--- config.mk ---
export PLATFORM = sky130hd
export DESIGN_NAME = if_prefetch_stage_flat
export DESIGN_NICKNAME = d
export VERILOG_FILES = /design/src/rtl/if_prefetch_stage_if.sv /design/src/rtl/if_prefetch_stage.sv /design/src/flat_wrapper.sv
export SDC_FILE = /design/constraint.sdc
export NUM_CORES = 1
export LEC_CHECK = 0
export CORE_UTILIZATION = 48
export CTS_BUF_LIST = sky130_fd_sc_hd__clkbuf_2 sky130_fd_sc_hd__clkbuf_4 sky130_fd_sc_hd__clkbuf_8
export DETAILED_ROUTE_END_ITERATION = 7
export PLACE_DENSITY = 0.78
export SYNTH_ARGS = -nofsm -noshare
export SYNTH_HDL_FRONTEND = slang
export SYNTH_SLANG_ARGS = --single-unit
export TNS_END_PERCENT = 20
--- constraint.sdc ---
create_clock -name clk -period 4.07 [get_ports clk]
set_input_delay 0.407 -clock clk [delete_from_list [all_inputs] [get_ports clk]]
set_output_delay 0.407 -clock clk [all_outputs]
set_load 0.05 [all_outputs]
--- src/rtl/if_prefetch_stage_if.sv ---
// -----------------------------------------------------------------------------
// if_prefetch_stage_if
//   Bundles the fetch stage's instruction-memory bus and its decode-side
//   handshake so the stage and its environment connect through one port.
//
//   Signals
//     hazard       decode stall; the head entry is held
//     redirect     branch/jump resolved in decode; flushes the stage
//     redirect_pc  new fetch address (bits [1:0] ignored)
//     imem_req     read request to instruction memory
//     imem_addr    word index of the requested instruction
//     imem_rdata   instruction, valid the cycle after imem_req
//     id_valid     head entry present
//     id_pc        address+4 of the head instruction
//     id_instr     head instruction, 0 when id_valid=0
//     fifo_level   number of queued entries, 0..DEPTH
//
//   Modports
//     master  the fetch stage
//     slave   the environment (PC/imem side and decode)
// -----------------------------------------------------------------------------
interface if_prefetch_stage_if #(
    parameter int IADDR_W = 10,
    parameter int DEPTH   = 4
);
    logic                       hazard;
    logic                       redirect;
    logic [31:0]                redirect_pc;
    logic                       imem_req;
    logic [IADDR_W-1:0]         imem_addr;
    logic [31:0]                imem_rdata;
    logic                       id_valid;
    logic [31:0]                id_pc;
    logic [31:0]                id_instr;
    logic [$clog2(DEPTH):0]     fifo_level;

    modport master (
        input  hazard, redirect, redirect_pc, imem_rdata,
        output imem_req, imem_addr, id_valid, id_pc, id_instr, fifo_level
    );

    modport slave (
        output hazard, redirect, redirect_pc, imem_rdata,
        input  imem_req, imem_addr, id_valid, id_pc, id_instr, fifo_level
    );
endinterface

--- src/rtl/if_prefetch_stage.sv ---
// -----------------------------------------------------------------------------
// if_prefetch_stage
//   Instruction-fetch stage with a small prefetch queue between the
//   synchronous instruction memory and the IF/ID register. Issues sequential
//   word fetches, buffers returned instructions with their PC+4, presents the
//   head entry to decode, honours the decode stall and flushes on redirect.
//
//   Ports
//     clk   rising-edge clock
//     rst   synchronous, active-high reset
//     bus   if_prefetch_stage_if.master (imem bus + decode handshake)
//     perf_fetch_cnt / perf_flush_cnt   only with IF_PERF_CNT_EN defined:
//           pops performed, and entries (queued + inflight) discarded by
//           redirects; both wrap at 2^32.
//
//   Optional feature macro: IF_PERF_CNT_EN
// -----------------------------------------------------------------------------
module if_prefetch_stage #(
    parameter int          DEPTH    = 4,
    parameter logic [31:0] RESET_PC = 32'h0000_3000,
    parameter int          IADDR_W  = 10
) (
    input  logic                 clk,
    input  logic                 rst,
    if_prefetch_stage_if.master  bus
`ifdef IF_PERF_CNT_EN
    ,
    output logic [31:0]          perf_fetch_cnt,
    output logic [31:0]          perf_flush_cnt
`endif
);

    localparam int PTR_W = $clog2(DEPTH);
    localparam int LVL_W = PTR_W + 1;

    // Fetch state
    logic [31:0]        r_fetch_pc;
    logic               r_inflight;
    logic [31:0]        r_inflight_pc;

    // Circular queue; pointers wrap naturally because DEPTH is a power of two
    logic [PTR_W-1:0]   r_rd_ptr;
    logic [PTR_W-1:0]   r_wr_ptr;
    logic [LVL_W-1:0]   r_level;
    logic [31:0]        r_q_pc    [DEPTH];
    logic [31:0]        r_q_instr [DEPTH];

    logic [LVL_W:0]     w_occupancy;
    logic               w_req;
    logic               w_push;
    logic               w_pop;
    logic               w_unused_redirect_lsbs;

    // Queued plus inflight entries bounds new requests, so a response always
    // has a free slot and imem_rdata never needs back-pressure.
    assign w_occupancy = {1'b0, r_level} + (LVL_W+1)'(r_inflight);
    assign w_req       = !rst && !bus.redirect && (w_occupancy < (LVL_W+1)'(DEPTH));
    assign w_push      = r_inflight && !bus.redirect;
    assign w_pop       = (r_level != '0) && !bus.hazard && !bus.redirect;

    // Word-aligned target: the low address bits play no part in fetching.
    assign w_unused_redirect_lsbs = ^bus.redirect_pc[1:0];

    // NOTE: all state uses non-blocking assignments so every register samples
    // pre-edge values; blocking here would make results depend on statement order.
    always_ff @(posedge clk) begin
        if (rst) begin
            r_fetch_pc    <= RESET_PC;
            r_inflight    <= 1'b0;
            r_inflight_pc <= '0;
            r_rd_ptr      <= '0;
            r_wr_ptr      <= '0;
            r_level       <= '0;
        end else if (bus.redirect) begin
            // Flush wins over push, pop and hazard; inflight data is dropped.
            r_fetch_pc <= {bus.redirect_pc[31:2], 2'b00};
            r_inflight <= 1'b0;
            r_rd_ptr   <= '0;
            r_wr_ptr   <= '0;
            r_level    <= '0;
        end else begin
            r_inflight <= w_req;
            if (w_req) begin
                r_inflight_pc <= r_fetch_pc;
                r_fetch_pc    <= r_fetch_pc + 32'd4;
            end
            if (w_push) r_wr_ptr <= r_wr_ptr + PTR_W'(1);
            if (w_pop)  r_rd_ptr <= r_rd_ptr + PTR_W'(1);
            case ({w_push, w_pop})
                2'b10:   r_level <= r_level + LVL_W'(1);
                2'b01:   r_level <= r_level - LVL_W'(1);
                default: r_level <= r_level;
            endcase
        end
    end

    // NOTE: queue storage is deliberately not reset; r_level alone says which
    // entries are meaningful, and skipping reset lets it map to plain RAM/flops.
    always_ff @(posedge clk) begin
        if (w_push && !rst) begin
            r_q_pc[r_wr_ptr]    <= r_inflight_pc + 32'd4;
            r_q_instr[r_wr_ptr] <= bus.imem_rdata;
        end
    end

    // Outputs come only from registers (and control inputs), never from
    // imem_rdata, so there is no combinational memory-to-decode path.
    assign bus.imem_req   = w_req;
    assign bus.imem_addr  = r_fetch_pc[IADDR_W+1:2];
    assign bus.id_valid   = !rst && (r_level != '0);
    assign bus.id_pc      = bus.id_valid ? r_q_pc[r_rd_ptr]    : 32'h0;
    assign bus.id_instr   = bus.id_valid ? r_q_instr[r_rd_ptr] : 32'h0;
    assign bus.fifo_level = rst ? '0 : r_level;

`ifdef IF_PERF_CNT_EN
    always_ff @(posedge clk) begin
        if (rst) begin
            perf_fetch_cnt <= '0;
            perf_flush_cnt <= '0;
        end else begin
            if (w_pop)        perf_fetch_cnt <= perf_fetch_cnt + 32'd1;
            if (bus.redirect) perf_flush_cnt <= perf_flush_cnt + 32'(w_occupancy);
        end
    end
`endif

endmodule

--- src/flat_wrapper.sv ---
// flat-port wrapper written by rule: the top's interface ports become plain ports
module if_prefetch_stage_flat 
#(
    parameter int          DEPTH    = 4,
    parameter logic [31:0] RESET_PC = 32'h0000_3000,
    parameter int          IADDR_W  = 10
)
  (clk, rst, bus_hazard, bus_redirect, bus_redirect_pc, bus_imem_rdata, bus_imem_req, bus_imem_addr, bus_id_valid, bus_id_pc, bus_id_instr, bus_fifo_level);
  if_prefetch_stage_if #(.IADDR_W(IADDR_W), .DEPTH(DEPTH)) bus_i ();
  input  logic clk;
  input  logic rst;
  input wire logic [$bits(bus_i.hazard)-1:0] bus_hazard;
  input wire logic [$bits(bus_i.redirect)-1:0] bus_redirect;
  input wire logic [$bits(bus_i.redirect_pc)-1:0] bus_redirect_pc;
  input wire logic [$bits(bus_i.imem_rdata)-1:0] bus_imem_rdata;
  output wire logic [$bits(bus_i.imem_req)-1:0] bus_imem_req;
  output wire logic [$bits(bus_i.imem_addr)-1:0] bus_imem_addr;
  output wire logic [$bits(bus_i.id_valid)-1:0] bus_id_valid;
  output wire logic [$bits(bus_i.id_pc)-1:0] bus_id_pc;
  output wire logic [$bits(bus_i.id_instr)-1:0] bus_id_instr;
  output wire logic [$bits(bus_i.fifo_level)-1:0] bus_fifo_level;
  assign bus_i.hazard = bus_hazard;
  assign bus_i.redirect = bus_redirect;
  assign bus_i.redirect_pc = bus_redirect_pc;
  assign bus_i.imem_rdata = bus_imem_rdata;
  assign bus_imem_req = bus_i.imem_req;
  assign bus_imem_addr = bus_i.imem_addr;
  assign bus_id_valid = bus_i.id_valid;
  assign bus_id_pc = bus_i.id_pc;
  assign bus_id_instr = bus_i.id_instr;
  assign bus_fifo_level = bus_i.fifo_level;
  if_prefetch_stage #(.DEPTH(DEPTH), .RESET_PC(RESET_PC), .IADDR_W(IADDR_W)) u_core (.clk(clk), .rst(rst), .bus(bus_i));
endmodule
==> impl_results.md <==
* Post-synth top area share at 0.566
* Synth Flop Type: edfxtp_1
* Initial standard-cell utilization of the core at 0.488
* Via count of the first global-routing pass at 7,583
* Leakage power total at 5.29 nW
* Pin count of the biggest net entering global routing at 64
* Total number of clock tree sinks at 318
* Footprint of the multi-input gates at about 4000 sq um
* Capturing element type of the critical path: primary output
* Critical path fanouts, max at 28
* Diode insertion count for antenna repair at 0
* Yosys reg bits at 318
* Synth area leaders: edfxtp_1 57%, dfxtp_1 11%, mux4_2 11%
* Outcome: finished, final reports clean
* H-tree levels at 2
* Number of port buffers at 142
* Routed WL per cell at 17.9 um
* Relative slew margins at 0.485
* TNS Setup at 0 ps
* Final worst path period need at 3450 ps
* Area of the core at about 27,000 sq um
* Max cap viols at 0
* Slowest-stage cell, CP: clkdlybuf4s50_1
* FFs w/ async S/R, synth at 0
* 1st-pass router iterations at 5
* Count of nets after finishing at around 1,100
* Number of filler cells placed in the layout at 2,050
* DRC Markers at 0
* Yosys warning total at 0
* Synthesized area divided by synthesized cell count at 14.8 sq um
* Startpoint type of the worst setup path: register
* RSZ-0062 raised after global routing: no
* Post-route clock period utilization at 0.848
* Most common cell after layout, fill and taps aside: edfxtp_1
* Antenna-violating nets left at 0
* Overall power at 6.60 mW
* Y dimension of the die at about 170 um
* Antenna violations before repair at 0
* Non-Filler Cell Area, Final at around 16,000 sq um
* EDFF count, synth at 248
* Overall track demand over capacity in global routing at 0.184
* Reg2Reg Setup Slack at ~1700 ps
* Cells after DPL at 1,332
* Pwr dens at 413 nW/um^2
* Total count of max-transition violations in the final report at 0
* Endpoint required time on the critical path at 3660 ps
* CTS hold repair buffers at 0
* Worst hold-check slack at 406 ps
* Crit path kind: register to primary output
* Final-report setup violation count at 0
* Worst IR Drop VDD at around 0.21 mV
* Cell area after placement at 15,000 sq um
* Transition time of the tightest slew-check pin at roughly 770 ps
* Final WL at 25,400 um
* Arrival time worst endpoint at 3050 ps
* Total vias in the final route at about 7,700
* Post-DP HPWL at 15,700 um
* Inserted Clock Buffers at 51
* Cell variety after synth at 47
* Sequential area share after synthesis at 0.672
* Horiz. Die Dim at 168 um
* Sequential cell area at 8850 sq um
* Most area-hungry cell type in the Yosys netlist: edfxtp_1
* Die ar. at between 20,000 and 30,000 sq um
* Starting DRT DRC Count at 469
* Class of the tightest hold or removal check: input pin to register
* CTS clock-pin slew for the worst setup and hold paths at 60 ps
* CP top delay family: buffers and inverters
* Global-route wire length before repair at 40,200 um
* Bufs and invs on worst path at 2
* Final Instance Count excl. Fillers at between 1,000 and 1,500
* Delay contributed by the slowest stage of the critical path at approximately 710 ps
* Ordered cell list for the critical path: buf_12 -> mux4_2 -> and2_1 -> clkdlybuf4s50_1
* I/O pin count at 147
* Layout cell share with drive strength beyond 1 at 0.173
* Skew final at roughly 23 ps
* Final RePlAce weighted congestion at between 0.8 and 0.9
* Post-synth design cell area at 13,200 sq um
* Commonest non-fill, non-tap cells in the layout: 248 x edfxtp_1, 140 x clkdlybuf4s50_1, 96 x nand2_1
* Final hold violation count at 0
* Post-CTS Setup Repair Bufs at 0
* Root cell of the clock tree: clkbuf_8
* Peak Freq at 0.290 GHz
* Clock network latency to the later pin of the worst-skew pair at roughly 560 ps
* Count of cells resized by post-cts repair at 0
* Synthesized instance count at 888
* Clock tree from TritonCTS: built
* Residual overflow from global routing at 0
* Number of placement rows at 60
* Area added between synthesis and finish at 21.5%
* Mean number of vias per cell at 5.41
* Maximum clock path buffer count at 3
-- area by class of cell --
cell class,count,area share
Clock buffer,82,0.0604
Clock inverter,10,0.00438
Inverter,18,0.00422
Multi-Input combinational cell,498,0.250
Sequential cell,318,0.554
Tap cell,341,0.0267
Timing Repair Buffer,157,0.101
-- registers in the layout, indices dropped and copies added (netlist names), named ones only --
name	flops
u_core.r_rd_ptr	2
u_core.r_fetch_pc	30
u_core.r_inflight_pc	30
u_core.r_q_pc	120
u_core.r_wr_ptr	2
u_core.r_level	3
u_core.r_q_instr	128
u_core.r_inflight	1
-- cells by family (layout without fill, tap and decap cells) --
| family | count (synthesis) | count (layout) | share of synthesized area |
|---|---|---|---|
| compound gates | 74 | 74 | 0.0341 |
| xor+xnor | 51 | 51 | 0.0339 |
| fa+ha+maj | 8 | 8 | 0.00817 |
| buf+inv | 73 | 267 | 0.0255 |
| flops | 318 | 318 | 0.672 |
| mux | 66 | 66 | 0.109 |
| other cells | 1 | 2 | 0.000285 |
| simple gates | 297 | 297 | 0.116 |
-- worst min-delay path, cell delays in order --
cell and delay [ps]:
clkdlybuf4s50_1 390, nand2_1 60, a21oi_1 50
-- through the flow --
stage / setup WS [ps] / utilization
floorplan: 1110 / -
global placement: 1140 / 0.555
detailed placement: 1080 / 0.555
CTS: 493 / 0.593
global route: 424 / 0.593
finish: 617 / 0.593
-- cells in the mapped netlist (2+ instances only) --
cell type	number
nand3_1	31
o22ai_1	3
mux2_1	2
and3_1	9
xnor2_1	30
nor4_2	4
edfxtp_1	248
a21oi_1	46
clkbuf_1	31
nor2_1	48
mux2i_1	2
and2_1	64
xor2_1	21
ha_1	7
a211oi_1	11
o211ai_1	4
nor2b_1	2
or2_2	2
mux4_2	62
inv_1	16
nand4_1	22
or4_1	2
nand2_1	96
buf_2	10
dfxtp_1	70
a31oi_1	3
nor4_4	2
nor3_1	9
buf_4	13
-- worst paths after layout --
path	cells past startpoint	endpoint	startpoint
worst min register to register	2	u_core.r_inflight_pc[28]	u_core.r_fetch_pc[28]
worst min-delay path	3	u_core.r_fetch_pc[15]	bus_redirect_pc[15]
worst max register to register	5	u_core.r_q_pc[2][29]	u_core.r_inflight_pc[4]
worst max-delay path	4	bus_id_pc[12]	register
-- per-layer routing --
metal / wire (um) / global-route usage / vias to the layer above / part of all wire
met5: 0 / 0 / - / 0
met4: 426 / 0.0515 / 0 / 0.017
met3: 1370 / 0.0364 / 45 / 0.054
met2: 12400 / 0.306 / 254 / 0.49
met1: 11300 / 0.245 / 3771 / 0.44
li1: - / - / 3627 / -
-- power breakdown --
group	total (mW)	leakage (nW)	switching (mW)	internal, mW
combinational	0.291	1.76	0.161	0.130
sequential	3.58	2.97	0.0467	3.53
clock	2.73	0.562	1.17	1.56
total	6.60	5.29	1.38	5.22
No activity file was read; power rests on OpenSTA's default activity.
